`config.mk`:
```
export PLATFORM = sky130hd
export DESIGN_NAME = down_counter_timer
export DESIGN_NICKNAME = d
export VERILOG_FILES = /design/src/rtl/down_counter_timer.sv
export SDC_FILE = /design/constraint.sdc
export NUM_CORES = 1
export LEC_CHECK = 0
export CORE_AREA = 2 2 41 43
export CTS_CLUSTER_DIAMETER = 120
export CTS_CLUSTER_SIZE = 12
export DETAILED_ROUTE_END_ITERATION = 6
export DIE_AREA = 0 0 43 45
export PLACE_DENSITY = 0.73
export SETUP_SLACK_MARGIN = 0.3
export SYNTH_ARGS = -nofsm -noshare
export SYNTH_HDL_FRONTEND = slang
export SYNTH_SLANG_ARGS = --single-unit
```
`constraint.sdc`:
```
create_clock -name clk -period 2.24 [get_ports clk]
set_clock_uncertainty 0.2 [all_clocks]
set_input_delay 0.56 -clock clk [delete_from_list [all_inputs] [get_ports clk]]
set_output_delay 0.56 -clock clk [all_outputs]
set_load 0.01 [all_outputs]
```
`src/rtl/down_counter_timer.sv`:
```
// down_counter_timer
//   Synchronous, loadable down-counter/timer with one-shot and auto-reload
//   modes. Counts down from a programmed value and flags terminal count.
//   All state updates on the falling edge of clk; reset is asynchronous
//   and active-low.
//
// Ports
//   clk          clock, state updates on the falling edge
//   reset        asynchronous active-low reset
//   load         load q and the reload register from load_value
//   load_value   value captured by load
//   start        IDLE/EXPIRED -> RUN
//   stop         RUN -> IDLE, q held
//   enable       count qualifier while in RUN
//   auto_reload  1: periodic mode, 0: one-shot mode
//   q            current count
//   busy         state is RUN
//   done         state is EXPIRED
//   tc           registered one-cycle terminal-count pulse
module down_counter_timer #(
    parameter int unsigned WIDTH = 4
) (
    input  logic             clk,
    input  logic             reset,
    input  logic             load,
    input  logic [WIDTH-1:0] load_value,
    input  logic             start,
    input  logic             stop,
    input  logic             enable,
    input  logic             auto_reload,
    output logic [WIDTH-1:0] q,
    output logic             busy,
    output logic             done,
    output logic             tc
);

    typedef enum logic [1:0] {
        IDLE    = 2'd0,
        RUN     = 2'd1,
        EXPIRED = 2'd2
    } state_t;

    localparam logic [WIDTH-1:0] ONE = WIDTH'(1);

    state_t           state, state_nx;
    logic [WIDTH-1:0] reload_reg, reload_nx;
    logic [WIDTH-1:0] q_nx;
    logic             tc_nx;

    always_ff @(negedge clk or negedge reset) begin
        if (!reset) begin
            state      <= IDLE;
            q          <= '0;
            reload_reg <= '0;
            tc         <= 1'b0;
        end else begin
            state      <= state_nx;
            q          <= q_nx;
            reload_reg <= reload_nx;
            tc         <= tc_nx;
        end
    end

    // Priority chain load > stop > start > count. An asserted stop outside
    // RUN does nothing but still masks a simultaneous start.
    always_comb begin
        state_nx  = state;
        q_nx      = q;
        reload_nx = reload_reg;
        tc_nx     = 1'b0;
        if (load) begin
            q_nx      = load_value;
            reload_nx = load_value;
            state_nx  = (state == RUN) ? RUN : IDLE;
        end else if (stop) begin
            if (state == RUN) begin
                state_nx = IDLE;
            end
        end else if (start && (state != RUN)) begin
            state_nx = RUN;
        end else if ((state == RUN) && enable) begin
            if (q > ONE) begin
                q_nx = q - ONE;
            end else begin
                // q is 1 or 0: terminal edge. A loaded zero always expires,
                // so the counter can never wrap to all-ones.
                tc_nx = 1'b1;
                if ((q == ONE) && auto_reload && (reload_reg != '0)) begin
                    q_nx = reload_reg;
                end else begin
                    q_nx     = '0;
                    state_nx = EXPIRED;
                end
            end
        end
    end

    assign busy = (state == RUN);
    assign done = (state == EXPIRED);

endmodule

```
==> flow_summary.ini <==
[power_and_ir_drop]
power.density_cell_area_nw_per_um2 = 616
p_leak_nw = 0.558
finalPower_w = 0.000729
peakVddDrop_v = 0.000485

[timing]
setup_viol_count_final = 15
fin_worst_hold_slack_ns = 0.385
tightestPinTransition_ns = 0.532
maxSlewViolCount = 0
grt_setup_unrepaired = true
setup_slack_ns = -0.690
hold_viol_final = 0
worst_slew_margin_rel_pct = 64.2

[yosys]
seq_area_frac_synth_pct = 43.6
synth-edff-count = 0
synth_top_area_cells = sky130_fd_sc_hd__dfrtn_1 (44%), sky130_fd_sc_hd__a21oi_1 (4.8%), sky130_fd_sc_hd__and4bb_2 (4.0%)
post_synth_num_cell_types = 26
ys_seq_elements = 11
yosysTopAreaCell = sky130_fd_sc_hd__dfrtn_1
synth_warnings = 0
netlist_top_cells_count = sky130_fd_sc_hd__dfrtn_1 (11), sky130_fd_sc_hd__a21oi_1 (6), sky130_fd_sc_hd__inv_1 (5), sky130_fd_sc_hd__nor2_1 (5), sky130_fd_sc_hd__o21ai_0 (5)
synth_fp_nets = 78
synthDominantCellAreaShare_pct = 43.6
synthArstFlopShare_pct = 100
most_used_flip_flop_cell_after_synthesis = sky130_fd_sc_hd__dfrtn_1
synth.most_common_cell = sky130_fd_sc_hd__dfrtn_1
postSynthCellCount = 65
postSynthAreaPerCell_um2 = 9.72
synth_area_um2 = 632

[cells_and_area]
finish.instance_area_um2 = 1180
fin_nets = 120
diodes = 0
final-seq-area_um2 = 275
area_delta_synth_final_pct = 87.1
final_core_utilization_pct = 80.4
final_layout_size_suffix_gt1_share_pct = 53.8
final_cell_count_no_fill = 122
multi_input_area_um2 = 463
fillCellCount = 99

[route]
via_per_inst = 5.70
finalWirelength_um = 2100
routed_len_inst_um = 17.2
routed-via-count = 696
drc = 0
drt_iter0_markers = 6
final_antenna_net_count = 0
drt_pass1_iterations = 4

[clocking]
path_clk_slew_ns = 0.06
cts_buffer_count = 3
clock_sink_count = 11
cts_max_level = 1
clk_buf_depth = 2
tritoncts_clock_tree = built
insertion_delay_ns = 0.29
cts_root_buffer = sky130_fd_sc_hd__clkbuf_4

[placement]
half_perimeter_wire_length_of_the_detailed_placement_result_um = 1270
portBuffers = 17
gpl.final_weighted_congestion = 0.792
dpl-instance-area_um2 = 1000
placed_cells = 111

[die]
die_area_um2 = 1940
die-width_um = 43
standard_cell_core_area_um2 = 1470
initial_core_util_pct = 42.9
row_count = 14
dieHeight_um = 45
number_of_ports_placed_on_the_die_boundary = 18

[critical_path]
slowest_cell_on_crit_path = sky130_fd_sc_hd__dfrtn_1
critical_path.cell_chain = nor2b_4 -> buf_6
end_kind = output port
timing.critical_path.required_ns = 1.48
worst-setup-path-type = reg -> out
slowest_delay_ns = 0.48
timing.critical_path.from_type = flop
worst_path_dominant_cell_family = flip-flops
critPathMaxFanout = 3
cp_data_arrival_time_ns = 2.17
critical_path.n_buffers_inverters = 1

[global_routing]
globalRoute.totalOverflow = 0
grt_start_max_net_pins = 7
grt_pass1_vias = 710
initial_antenna_violation_count = 0
grt_first_pass_wirelength_um = 3110
groute.usage.overall_pct = 22.0

[outcome]
run_status = finished with violations
failed_checks = negative setup slack

[flow_run]
max-cap-violations = 0

[worst_hold_path]
min_path_type = reg -> reg
-- placed cells by master (no fill, tap or decap), drive strengths merged, types with 2 or more instances in the layout --
master / instances
buf: 32
dfrtn: 11
dlygate4sd2: 6
a21oi: 6
inv: 5
nor2: 5
o21ai: 5
clkbuf: 4
nand2: 4
nor2b: 3
nor3: 3
mux2: 2
a221oi: 2
ha: 2
and4bb: 2
o41ai: 2
-- metrics by stage --
step / worst slack [ns] / TNS, ns
6_report: -0.690 / -4.96
3_5_place_dp: -0.918 / -13.48
3_3_place_gp: -0.899 / -13.27
5_1_grt: -0.716 / -5.32
4_1_cts: -0.670 / -4.82
2_1_floorplan: -0.403 / -4.43
-- metal layers --
metal / up-vias / wire length, um / global-route usage (%)
met5: - / 0 / 0
met4: 0 / 42 / 6.06
met3: 4 / 84 / 3.60
met2: 24 / 1150 / 44.2
met1: 336 / 825 / 23.5
li1: 332 / - / -
-- worst register-to-register path: cells and delay by family, from the launching register on --
kind | cells | cell delay, ns
flops | 1 | 0.41
compound gates | 3 | 0.87
fa+ha+maj | 1 | 0.26
buf+inv | 2 | 0.19
-- final cells by class --
cell class	instances	share of cell area [%]
repair buffers	39	32.1
clock buffers	4	2.22
multi-input cells	47	39.2
flip-flops and latches	11	23.3
well taps	16	1.69
inverters	5	1.59
-- repair_timing --
action / 4_1_cts / 5_1_grt
setup buffers: 3 / 2
pin swaps: 17 / 7
gates cloned: 2 / 0
setup endpoints to repair: 29 / 18
hold buffers: 0 / 0
gates resized for setup: 72 / 8
-- cells by family after synthesis --
group	count (synthesis)	synth area share (%)
fa+ha+maj	2	3.96
buf+inv	7	4.16
mux	3	5.15
compound gates	22	24.2
flops	11	43.6
simple gates	20	19.0
-- final timing paths --
path,cells after the start,from,slack [ns],end
min in group asynchronous,2,reset,1.18,reload_reg[1]
min reg2reg,1,reload_reg[1],0.38,reload_reg[1]
max in group asynchronous,2,reset,0.39,q[1]
max reg2reg,6,q[0],0.31,q[0]
max,2,state[0],-0.69,busy
min,1,reload_reg[1],0.38,reload_reg[1]
-- power by group --
| group | switching, W | internal, W |
|---|---|---|
| Combinational | 0.000148 | 0.000185 |
| Sequential | 0.0000255 | 0.000224 |
| Clock | 0.0000759 | 0.0000691 |
| Total | 0.000250 | 0.000479 |
No activity file was read; power rests on OpenSTA's default activity.
